$ cat src/rtl/fsm_seq_monitor.sv
// Passive observer for a cyclic 0->1->2->3 generator: flags illegal steps, stuck states,
// output mismatches and a bad first state; counts completed cycles. Results register on the sampling edge.
module fsm_seq_monitor #(
    parameter int STUCK_LIMIT = 4,
    parameter int CNT_W       = 8,
    parameter int HALT_ON_ERR = 1
) (
    input  logic             clk,
    input  logic             rst,
    input  logic             mon_valid,
    input  logic [1:0]       mon_state,
    input  logic             mon_out,
    input  logic             clear,
    output logic             err_illegal,
    output logic             err_stuck,
    output logic             err_out,
    output logic             err_init,
    output logic             err_any,
    output logic [2:0]       first_err_code,
    output logic [1:0]       first_err_state,
    output logic [CNT_W-1:0] wrap_count,
    output logic [1:0]       mon_state_q
);

    typedef enum logic [1:0] {
        S_IDLE  = 2'd0,
        S_TRACK = 2'd1,
        S_HALT  = 2'd2
    } state_t;

    state_t           r_state;
    state_t           w_state_nxt;

    logic             r_err_illegal;
    logic             r_err_stuck;
    logic             r_err_out;
    logic             r_err_init;
    logic             r_err_any;
    logic [2:0]       r_first_code;
    logic [1:0]       r_first_state;
    logic [CNT_W-1:0] r_wrap_count;
    logic [1:0]       r_mon_state_q;
    logic [7:0]       r_hold_cnt;

    logic             w_sample;
    logic             w_e_init;
    logic             w_e_ill;
    logic             w_e_stk;
    logic             w_e_out;
    logic             w_err_new;
    logic             w_wrap_inc;
    logic [7:0]       w_hold_nxt;
    logic [7:0]       w_hold_inc;
    logic [1:0]       w_succ;
    logic [2:0]       w_code;

    assign w_succ     = r_mon_state_q + 2'd1;
    assign w_hold_inc = (r_hold_cnt == 8'hFF) ? 8'hFF : r_hold_cnt + 8'd1;

    always_comb begin
        w_state_nxt = r_state;
        w_sample    = 1'b0;
        w_e_init    = 1'b0;
        w_e_ill     = 1'b0;
        w_e_stk     = 1'b0;
        w_e_out     = 1'b0;
        w_wrap_inc  = 1'b0;
        w_hold_nxt  = r_hold_cnt;
        if (mon_valid && !clear) begin
            case (r_state)
                S_IDLE: begin
                    w_sample   = 1'b1;
                    w_e_init   = (mon_state != 2'd0);
                    w_e_out    = (mon_out != (mon_state == 2'd2));
                    w_hold_nxt = 8'd0;
                end
                S_TRACK: begin
                    w_sample = 1'b1;
                    w_e_out  = (mon_out != (mon_state == 2'd2));
                    if (mon_state == w_succ) begin
                        w_hold_nxt = 8'd0;
                        w_wrap_inc = (r_mon_state_q == 2'd3);
                    end else if (mon_state == r_mon_state_q) begin
                        // hold count H means H+1 consecutive samples of this state
                        w_hold_nxt = w_hold_inc;
                        w_e_stk    = (int'(w_hold_inc) >= STUCK_LIMIT);
                    end else begin
                        w_e_ill    = 1'b1;
                        w_hold_nxt = 8'd0;
                    end
                end
                default: ;
            endcase
        end
        w_err_new = w_e_init | w_e_ill | w_e_stk | w_e_out;
        if (w_sample)
            w_state_nxt = (w_err_new && (HALT_ON_ERR != 0)) ? S_HALT : S_TRACK;
        if (clear)
            w_state_nxt = S_IDLE;
    end

    always_comb begin
        w_code = 3'd0;
        if (w_e_init)      w_code = 3'd4;
        else if (w_e_ill)  w_code = 3'd1;
        else if (w_e_stk)  w_code = 3'd2;
        else if (w_e_out)  w_code = 3'd3;
    end

    always_ff @(posedge clk or posedge rst) begin
        if (rst)
            r_state <= S_IDLE;
        else
            r_state <= w_state_nxt;
    end

    always_ff @(posedge clk or posedge rst) begin
        if (rst) begin
            r_err_illegal <= 1'b0;
            r_err_stuck   <= 1'b0;
            r_err_out     <= 1'b0;
            r_err_init    <= 1'b0;
            r_err_any     <= 1'b0;
            r_first_code  <= 3'd0;
            r_first_state <= 2'd0;
            r_wrap_count  <= '0;
            r_mon_state_q <= 2'd0;
            r_hold_cnt    <= 8'd0;
        end else if (clear) begin
            r_err_illegal <= 1'b0;
            r_err_stuck   <= 1'b0;
            r_err_out     <= 1'b0;
            r_err_init    <= 1'b0;
            r_err_any     <= 1'b0;
            r_first_code  <= 3'd0;
            r_first_state <= 2'd0;
            r_wrap_count  <= '0;
            r_hold_cnt    <= 8'd0;
        end else if (w_sample) begin
            r_err_illegal <= r_err_illegal | w_e_ill;
            r_err_stuck   <= r_err_stuck   | w_e_stk;
            r_err_out     <= r_err_out     | w_e_out;
            r_err_init    <= r_err_init    | w_e_init;
            r_err_any     <= r_err_any     | w_err_new;
            if (w_err_new && !r_err_any) begin
                r_first_code  <= w_code;
                r_first_state <= mon_state;
            end
            if (w_wrap_inc && (r_wrap_count != {CNT_W{1'b1}}))
                r_wrap_count <= r_wrap_count + 1'b1;
            r_mon_state_q <= mon_state;
            r_hold_cnt    <= w_hold_nxt;
        end
    end

    assign err_illegal     = r_err_illegal;
    assign err_stuck       = r_err_stuck;
    assign err_out         = r_err_out;
    assign err_init        = r_err_init;
    assign err_any         = r_err_any;
    assign first_err_code  = r_first_code;
    assign first_err_state = r_first_state;
    assign wrap_count      = r_wrap_count;
    assign mon_state_q     = r_mon_state_q;

endmodule

$ cat config.mk
export PLATFORM = sky130hd
export DESIGN_NAME = fsm_seq_monitor
export DESIGN_NICKNAME = d
export VERILOG_FILES = /design/src/rtl/fsm_seq_monitor.sv
export SDC_FILE = /design/constraint.sdc
export NUM_CORES = 1
export LEC_CHECK = 0
export CORE_MARGIN = 8
export CORE_UTILIZATION = 45
export CTS_BUF_LIST = sky130_fd_sc_hd__clkbuf_8
export CTS_CLUSTER_SIZE = 20
export DETAILED_ROUTE_END_ITERATION = 8
export PLACE_DENSITY_LB_ADDON = 0.3
export REMOVE_ABC_BUFFERS = 1
export SYNTH_ARGS = -nofsm -noshare
export SYNTH_HDL_FRONTEND = slang
export SYNTH_SLANG_ARGS = --single-unit
$ cat constraint.sdc
create_clock -name clk -period 2.56 [get_ports clk]
set_clock_uncertainty 0.1 [all_clocks]
set_input_delay 0.512 -clock clk [delete_from_list [all_inputs] [get_ports clk]]
set_output_delay 0.512 -clock clk [all_outputs]
set_load 0.05 [all_outputs]
Yosys cells after proc, flatten, opt, wreduce, memory -nomap -nowiden --
Cells that the tools add are included.
Word-level totals: register bits 30, logic and storage cells 99, bits of input ports 7
Operators by class: bitwise logic cells 9, reductions and logical operators 17, order comparisons 1, eq/ne operators 8, multiplexer cells 50, add/sub/neg operators 3
Operator list (number):
- $mux W8 | 9
- $mux W1 | 27
- $mux W2 | 9
- $add A8 B1 Y8 const B | 2
- $pmux W8 S2 | 1
- $mux W3 | 4
- $reduce_bool A2 Y1 | 5
- $eq A8 B8 Y1 const B | 1
- $ge A8 B3 Y1 const B | 1
- $ne A8 B8 Y1 const B | 1
- $or A1 B1 Y1 | 8
- $reduce_and A2 Y1 | 3
- $eq A2 B2 Y1 | 2
- $eq A2 B2 Y1 const B | 2
- $logic_and A1 B1 Y1 | 3
- $reduce_and A3 Y1 | 1
- $reduce_bool A3 Y1 | 1
- $add A2 B1 Y2 const B | 1
- $eq A2 B1 Y1 const B | 1
- $logic_not A1 Y1 | 2
- $logic_not A2 Y1 | 1
- $reduce_or A2 Y1 | 1
- $ne A1 B1 Y1 | 1
- $not A1 Y1 | 1

Logic depth before layout (Yosys ltp) --
Gate-level depths: netlist of run 1.
depth in word-level cells 13, mapped depth 8

Worst setup path after synthesis of run 1 --
No wires, ideal clock.
kind flip-flop to flip-flop, start register r_mon_state_q[0] (netlist: mon_state_q[0]), end register r_first_code[0] (netlist: first_err_code[0]), stages on the path, launching flop included 8, library setup time 0.132 ns, arrival 2.070 ns, path buffers 1, slack 0.259 ns, clock period less this slack 2.301 ns, data required time 2.328 ns, cells stage by stage dfrtp_1 ha_1 xnor2_1 and2_1 buf_6 or3_4 a21oi_4 o32ai_2
Between the ends: cells in the longest elaborated chain, start to end 11, elaborated cells on any way between the ends 23
Ends and longest elaborated chain:
- from (decl) | RTL line 42 | logic [1:0] r_mon_state_q;
- from (signal assigned) | RTL line 151 | r_mon_state_q <= mon_state;
- $add A2 B1 Y2 / $eq A2 B2 Y1 (equally long branches) | RTL line 57, 83
- $eq A2 B2 Y1 / $mux W1 (equally long branches) | RTL line 80, 83
- $mux W1 | RTL line 80 | if (mon_state == w_succ) begin
- $mux W1 | RTL line 70 | case (r_state)
- $mux W1 | RTL line 69 | if (mon_valid && !clear) begin
- $mux W2 / $or A1 B1 Y1 (equally long branches) | RTL line 106, 95
- $mux W2 / $or A1 B1 Y1 (equally long branches) | RTL line 105, 95
- $mux W3 / $or A1 B1 Y1 (equally long branches) | RTL line 104, 95
- $mux W3 / $logic_and A1 B1 Y1 (equally long branches) | RTL line 145 | if (w_err_new && !r_err_any) begin
- $mux W3 / $reduce_bool A2 Y1 (equally long branches)
- $mux W3 / $reduce_and A2 Y1 (equally long branches)
- to (signal assigned) | RTL line 146 | r_first_code <= w_code;
- to (decl) | RTL line 39 | logic [2:0] r_first_code;
Several ways; a longest one is shown, not always the timed one. The select of a mux whose other input is x is not followed. A chain may end at the register's enable or synchronous reset.

Final worst setup path of run 1 --
start input port clear, end register r_wrap_count[3] (netlist: wrap_count[3])
Between the ends: cells in the longest elaborated chain, start to end 6, elaborated cells on any way between the ends 9
Ends and longest elaborated chain:
- from (decl) | RTL line 13 | input logic clear,
- $logic_not A1 Y1 | RTL line 69
- $logic_and A1 B1 Y1 | RTL line 69
- $mux W1 | RTL line 69
- $logic_and A1 B1 Y1 | RTL line 149 | if (w_wrap_inc && (r_wrap_count != {CNT_W{1'b1}}))
- $reduce_bool A2 Y1 (no source line)
- $reduce_and A2 Y1 (no source line)
- to (signal assigned) | RTL line 150 | r_wrap_count <= r_wrap_count + 1'b1;
- to (decl) | RTL line 41 | logic [CNT_W-1:0] r_wrap_count;
Several ways; a longest one is shown, not always the timed one.

==> results of run 1 <==
metrics by stage:
stage                     std cells  power [W]  hold slack, ns
after floorplan                 190  0.0006810          0.4179
after global placement          282  0.0007803          0.3722
after detailed placement        282  0.0007828          0.3806
after CTS                       290   0.001170          0.3986
after global routing            290   0.001209          0.4103
final                           290   0.001158          0.3888
registers in the layout, indices dropped and copies added (netlist names):
signal,count
first_err_state,2
wrap_count,8
err_out,1
r_hold_cnt,8
r_state,2
err_any,1
err_illegal,1
first_err_code,3
err_stuck,1
err_init,1
mon_state_q,2
critical path: stages:
cell and delay [ns]:
clkdlybuf4s50_1 0.48, buf_4 0.20, nor3b_4 0.25, and2_1 0.24, nand4_4 0.16, or3_1 0.37
a21oi_1 0.15
path summary, 6_finish.rpt:
path / cells past startpoint / end / slack [ns] / from
max in group asynchronous: 3 / first_err_code[1] / 1.56 / rst
min in group asynchronous: 3 / wrap_count[3] / 0.51 / rst
min: 1 / err_out / 0.39 / err_out
min reg2reg: 1 / err_out / 0.39 / err_out
max: 7 / wrap_count[3] / 0.30 / clear
max reg2reg: 6 / first_err_code[0] / 0.33 / r_hold_cnt[0]
synthesized netlist by cell type, drive strengths merged (5+ instances only):
library cell  number  area (um^2)
a21oi             17        96.35
dfrtp             30        750.7
inv                8        30.03
nand2             19        71.32
nand3             11        55.05
nor2              21        81.33
nor3               6        46.30
o21ai             18        90.09
or3                6        47.54
xnor2              5        43.79
final cells by class:
type	instances	area [um^2]
fill	352	1640
multi-input combinational	152	987.2
sequential	30	750.7
timing repair buffer	42	380.4
clock buffer	6	82.58
tap	50	62.56
inverter	8	30.03
clock inverter	2	8.758
power by group through the flow:
stage | Sequential [W] | Combinational [W] | Clock [W]
6_report | 0.000512 | 0.000260 | 0.000386
5_1_grt | 0.000514 | 0.000281 | 0.000414
4_1_cts | 0.000512 | 0.000264 | 0.000395
3_5_place_dp | 0.000520 | 0.000263 | 0
3_3_place_gp | 0.000521 | 0.000259 | 0
2_1_floorplan | 0.000565 | 0.000116 | 0
placed cells by master (no fill, tap or decap), types with 2 or more instances in the layout:
cell type,instances
dfrtp_1,30
clkdlybuf4s50_1,26
nor2_1,20
nand2_1,19
a21oi_1,16
buf_4,16
nand3_1,11
o21ai_1,10
inv_1,9
o21ai_0,8
clkbuf_8,6
xnor2_1,5
or3_1,4
and2_1,4
nor3_1,4
nand2b_1,4
nand4_1,3
and3_1,3
nor2b_1,3
a31oi_1,3
a21o_1,3
ha_1,3
xor2_1,2
or2_2,2
or3_4,2
kinds of logic (layout without fill, tap and decap cells):
group | Yosys count | after routing | synth area share (%)
AND/OR/NAND/NOR | 93 | 93 | 30.45
AO/OA/AOI/OAI | 48 | 48 | 17.46
flip-flops | 30 | 30 | 41.24
buffers and inverters | 14 | 58 | 4.536
XOR/XNOR | 8 | 8 | 4.261
adder cells (fa/ha/maj) | 3 | 3 | 2.062
routing by layer:
metal,global-route usage [%],up-vias,wire [um]
met4,5.556,0,58
met5,0,-,0
li1,-,774,-
met3,3.153,6,129
met2,22.98,27,2017
met1,15.68,744,1862
==> impl_metrics.ini, run 1 <==
[floorplan]
core_area_mm2 = 0.003943
rows = 23
start_util_pct = 46.18
dieHeight_um = 79.61
die_w_um = 79.61
die_area_mm2 = 0.006337
io_pins = 27

[power]
clock_power_share_pct = 33.3
vdd_drop_max_mv = 0.3556
p_int_w = 0.0008091
power_frac_seq_pct = 44.2
combPwrFrac_pct = 22.5
p_switching_w = 0.0003487
power.density_mw_per_mm2 = 502.9
p_leak_nw = 0.9927
swShare_pct = 30.12

[final_layout]
drive_above_1_share_pct = 16.67
diodes = 0
final_area_mm2 = 0.002302
final_core_util_pct = 58.39
syn_to_final_growth_pct = 26.46
num-nets-final = 249

[synthesis]
seq_area_frac_synth_pct = 41.24
synth-main-ff-cell = dfrtp_1
synth_edf_count = 0
synth-seq-cells = 30
netlist_area_mm2 = 0.001820
syn_inst = 196
synthDistinctLibCells = 47
syn_avg_cell_area_um2 = 9.288
ys_warn_count = 0
synthArstFlopShare_pct = 100.0

[route]
drt-initial-drc-count = 100
vias = 1551
wl_per_cell_um = 14.02
ant_nets = 0
drtPass1Iterations = 4
vias_per_cell = 5.348
routed_wl_mm = 4.067
post-route-drc-count = 0

[clock_network]
cts_max_path_buffers = 2
clock-sinks = 30
clk_latency_ns = 0.28
cts_buffers = 5
cts_root_buf = clkbuf_8
htreeDepth = 2
postCtsHoldBufs = 0
cts_tree = done
cts_setup_buffers = 0
cts_resized = 0
clk_pin_slew_ns = 0.06

[place]
dp_slack_ns = 0.003712
io_buffers = 26
place_hpwl_mm = 3.083
dpl_cell_area_mm2 = 0.002211
gp_congestion = 0.8281

[sta]
fin_ws_ns = 0.3022
worstMarginPinSlew_ns = 0.5054
fmax_mhz = 442.9
final-setup-viol-count = 0
rsz0062_at_grt = false
slew_headroom_pct = 66.20
maxSlewViolCount = 0
period_needed_ns = 2.258
finalHoldViolCount = 0
setup_tns_ns = 0
period_share_pct = 88.19

[grt]
grt_pass1_vias = 1540
antenna_found_initial = 0
grt_pass1_wl_mm = 6.865
grt_usage_pct = 13.44
grt_max_degree = 31
grt.overflow.total = 0

[flow_run]
maxCapViolCount = 0

[worst_setup_path]
cp.arrival_ns = 2.36
endpoint_kind = flop
cp-start-kind = primary input
cp_max_fo = 6
path_class = in -> reg
worst_ep_required_time_ns = 2.66

[run_status]
outcome = complete, no violations

[worst_hold_path]
min_path_type = reg -> reg
No activity file was read; power rests on OpenSTA's default activity.
==> inputs of run 2 (changes only) <==
- RECOVER_POWER: unset -> 100
==> impl_metrics.ini, run 2 (same netlist as run 1, synthesis figures left out) <==
[worst_setup_path]
slowest_delay_ns = 0.71
crit_family = simple AND/OR/NAND/NOR gates
crit_chain = dlygate4sd3_1 > xnor2_1 > and2_1 > or3_1 > a21oi_4 > o32ai_1
r2r-start = r_hold_cnt[0]
critPathBufInv = 1
critPathCapture = first_err_code[0]
path_depth = 6
worst_r2r_path_depth = 6
cp_max_fo = 8
cp-start-kind = primary input
endpoint_kind = flop
worstSetupStartpoint = mon_state[1]
cp.arrival_ns = 2.40
path_class = in -> reg
r2r-end = first_err_code[0]
cp_slowest_cell = dlygate4sd3_1
regToRegSetupSlack_ns = 0.31
worst_ep_required_time_ns = 2.62

[final_layout]
layout_common_cells = dfrtp_1, dlygate4sd3_1, nor2_1
num-nets-final = 249
drive_above_1_share_pct = 12.92
diodes = 0
n_fill_cell = 364
regArea_um2 = 750.7
syn_to_final_growth_pct = 23.16
multiInputGateArea_um2 = 940.9
fin_cells = 290
mostFrequentLayoutCell = dfrtp_1
final_core_util_pct = 56.87

[sta]
slew_headroom_pct = 50.06
setup_tns_ns = 0
final-setup-viol-count = 0
worstMarginPinSlew_ns = 0.7491
fmax_mhz = 426.0
maxSlewViolCount = 0
fin_ws_ns = 0.2123
finalHoldViolCount = 0
period_needed_ns = 2.348
rsz0062_at_grt = false
period_share_pct = 91.71

[worst_hold_path]
min_path_type = reg -> reg
whs_path_depth = 1

[clock_network]
cts_max_path_buffers = 2
cts_root_buf = clkbuf_8
clk_latency_ns = 0.28
cts_setup_buffers = 0
cts_tree = done
clk_pin_slew_ns = 0.06
clock-sinks = 30
postCtsHoldBufs = 0
htreeDepth = 2
cts_resized = 0
cts_buffers = 5

[power]
p_leak_nw = 1.017
vdd_drop_max_mv = 0.3553
total_power_w = 0.001139
power.density_mw_per_mm2 = 508.1

[place]
gp_congestion = 0.8281
dp_slack_ns = 0.003712
io_buffers = 26
place_hpwl_mm = 3.083
dp.cells = 282

[grt]
grt_max_degree = 31
grt.overflow.total = 0
grt_pass1_vias = 1540
grt_pass1_wl_mm = 6.865
antenna_found_initial = 0
grt_usage_pct = 13.44

[floorplan]
die_area_mm2 = 0.006337
rows = 23
io_pins = 27
die_w_um = 79.61
start_util_pct = 46.18
dieHeight_um = 79.61
core_area_mm2 = 0.003943

[route]
drt-initial-drc-count = 81
routed_wl_mm = 4.045
ant_nets = 0
wl_per_cell_um = 13.95
vias_per_cell = 5.379
post-route-drc-count = 0
drtPass1Iterations = 4
vias = 1560

[flow_run]
maxCapViolCount = 0

[run_status]
outcome = complete, no violations
==> run 2: cell types whose count changed in the layout (fill, tap and decap cells not counted), moves of 3 or more <==
| cell | before | now |
|---|---|---|
| clkdlybuf4s50_1 | 26 | 4 |
| o21ai_1 | 10 | 7 |
| buf_4 | 16 | 12 |
| clkbuf_1 | 0 | 3 |
| o21ai_0 | 8 | 11 |
| dlygate4sd3_1 | 0 | 22 |
==> run 2: power breakdown <==
| part | leakage [nW] | internal, W | switching [W] | total [W] |
|---|---|---|---|---|
| clock | 0.0524 | 0.000212 | 0.000172 | 0.000384 |
| combinational | 0.553 | 0.0000917 | 0.000153 | 0.000244 |
| sequential | 0.412 | 0.000491 | 0.0000191 | 0.000511 |
==> run 2: layout make-up <==
| cell class | count | area share (%) |
|---|---|---|
| Multi-Input combinational cell | 152 | 41.96 |
| Sequential cell | 30 | 33.48 |
| Timing Repair Buffer | 42 | 16.35 |
| Clock buffer | 6 | 3.683 |
| Tap cell | 50 | 2.790 |
| Inverter | 8 | 1.339 |
| Clock inverter | 2 | 0.3906 |
==> run 2: per-layer routing <==
metal / share of wire [%] / global-route usage [%]
met5: 0 / 0
met4: 1.4 / 5.556
met3: 4.0 / 3.153
met2: 49 / 22.98
met1: 45 / 15.68
==> run 2: worst min-delay path by stage <==
stage | startpoint | endpoint | slack [ns]
final | err_out | err_out | 0.38
after global routing | err_out | err_out | 0.41
after CTS | err_out | err_out | 0.40
after detailed placement | err_out | err_out | 0.38
after global placement | err_illegal | err_illegal | 0.37
after floorplan | r_hold_cnt[1] | r_hold_cnt[1] | 0.42
==> run 2: per-stage QoR <==
stage,hold WS [ns],area (um^2)
finish,0.3831,2242
global route,0.4053,2242
CTS,0.3986,2302
detailed placement,0.3806,2211
global placement,0.3722,2211
floorplan,0.4179,1768
==> inputs of run 3 (changes only) <==
- PLACE_DENSITY: unset -> 0.71
- PLACE_DENSITY_LB_ADDON: 0.3 -> unset
==> impl_metrics.ini, run 3 (same netlist as run 1, synthesis figures left out) <==
[run_status]
outcome = complete, no violations

[worst_setup_path]
regToRegSetupSlack_ns = 0.36
cp_max_fo = 10
worst_ep_required_time_ns = 2.66
r2r-end = first_err_code[0]
slowest_delay_ns = 0.66
cp-start-kind = primary input
crit_chain = dlygate4sd3_1 > xor2_2 > and2_1 > clkbuf_1 > nor3_1 > buf_12 > a21oi_1 > o21ai_1
worst_r2r_path_depth = 6
r2r-start = r_hold_cnt[0]
endpoint_kind = flop
cp.arrival_ns = 2.48
cp_slowest_cell = dlygate4sd3_1
path_class = in -> reg

[clock_network]
cts_max_path_buffers = 2
cts_root_buf = clkbuf_8
cts_setup_buffers = 0
clk_latency_ns = 0.27
cts_tree = done
cts_resized = 0
clock-sinks = 30
clk_pin_slew_ns = 0.06
postCtsHoldBufs = 0
htreeDepth = 2
cts_buffers = 5

[worst_hold_path]
whs_path_depth = 1
min_path_type = reg -> reg
min_to = err_stuck
hold_start = err_stuck

[sta]
finalHoldViolCount = 0
fmax_mhz = 419.7
worstMarginPinSlew_ns = 0.7496
rsz0062_at_grt = false
final-setup-viol-count = 0
maxSlewViolCount = 0
slew_headroom_pct = 50.03
period_needed_ns = 2.383
period_share_pct = 93.08

[floorplan]
dieHeight_um = 79.61
core_area_mm2 = 0.003943
start_util_pct = 46.18
io_pins = 27
rows = 23
die_w_um = 79.61
die_area_mm2 = 0.006337

[route]
drt-initial-drc-count = 82
post-route-drc-count = 0
wl_per_cell_um = 13.71
drtPass1Iterations = 4
routed_wl_mm = 3.949
vias = 1553
ant_nets = 0
vias_per_cell = 5.392

[place]
dpl_cell_area_mm2 = 0.002216
gp_congestion = 0.8369
dp.cells = 281
place_hpwl_mm = 2.975
io_buffers = 26

[final_layout]
fin_cells = 288
final_area_mm2 = 0.002267
layout_common_cells = dfrtp_1, dlygate4sd3_1, nor2_1
mostFrequentLayoutCell = dfrtp_1
syn_to_final_growth_pct = 24.54
diodes = 0
num-nets-final = 248
drive_above_1_share_pct = 13.87

[grt]
grt_pass1_vias = 1528
grt_usage_pct = 13.55
grt.overflow.total = 0
antenna_found_initial = 0
grt_max_degree = 31
grt_pass1_wl_mm = 6.886

[flow_run]
maxCapViolCount = 0

[power]
power.density_mw_per_mm2 = 483.3
p_leak_nw = 1.039
vdd_drop_max_mv = 0.2514
## run 3: worst max-delay path: cells and delay by family
kind	cells	cell delay (ns)
AOI/OAI and AO/OA	2	0.23
buffers and inverters	3	0.95
xor gates and xnor gates	1	0.23
and+or+nand+nor	2	0.54
## run 3: worst max-delay path by stage
stage               slack [ns]                 end           start  cells past startpoint
floorplan                 0.19       wrap_count[4]  mon_state_q[0]                      7
global placement          0.02   first_err_code[0]       mon_valid                      7
detailed placement      -0.005   first_err_code[0]    mon_state[0]                      7
CTS                       0.29   first_err_code[0]    mon_state[0]                      7
global route              0.08  first_err_state[0]       mon_valid                      7
finish                    0.18       r_hold_cnt[3]    mon_state[0]                      8
## run 3: stage by stage
stage	setup WS [ns]	power, W	util [%]	hold WS (ns)	TNS, ns
after floorplan	0.1927	0.0006810	-	0.4179	0
after CTS	0.2903	0.001137	58.14	0.3915	0
final	0.1771	0.001096	57.51	0.3817	0
after global placement	0.02420	0.0007825	56.20	0.3649	0
after global routing	0.08094	0.001160	57.51	0.4121	0
after detailed placement	-0.005399	0.0007836	56.20	0.3724	-0.01018
## run 3: area by class of cell
type / instances / area (um^2)
flip-flops and latches: 30 / 750.7
inverters: 8 / 30.03
repair buffers: 41 / 379.1
clock buffers: 5 / 68.82
clock inverters: 2 / 7.507
fillers: 363 / 1675
multi-input cells: 152 / 968.4
well taps: 50 / 62.56
## run 3: metal layers
| layer | wire length (um) | part of all wire (%) | up-vias | track usage [%] |
|---|---|---|---|---|
| li1 | - | - | 780 | - |
| met1 | 1914 | 48 | 737 | 16.88 |
| met2 | 1812 | 46 | 28 | 21.92 |
| met3 | 154 | 3.9 | 8 | 3.829 |
| met4 | 68 | 1.7 | 0 | 4.444 |
| met5 | 0 | 0 | - | 0 |
## run 3: power breakdown
group	internal (W)	switching [W]	total [W]
combinational	0.0000944	0.000150	0.000244
sequential	0.000492	0.0000200	0.000512
clock	0.000179	0.000161	0.000340
total	0.000765	0.000331	0.00110
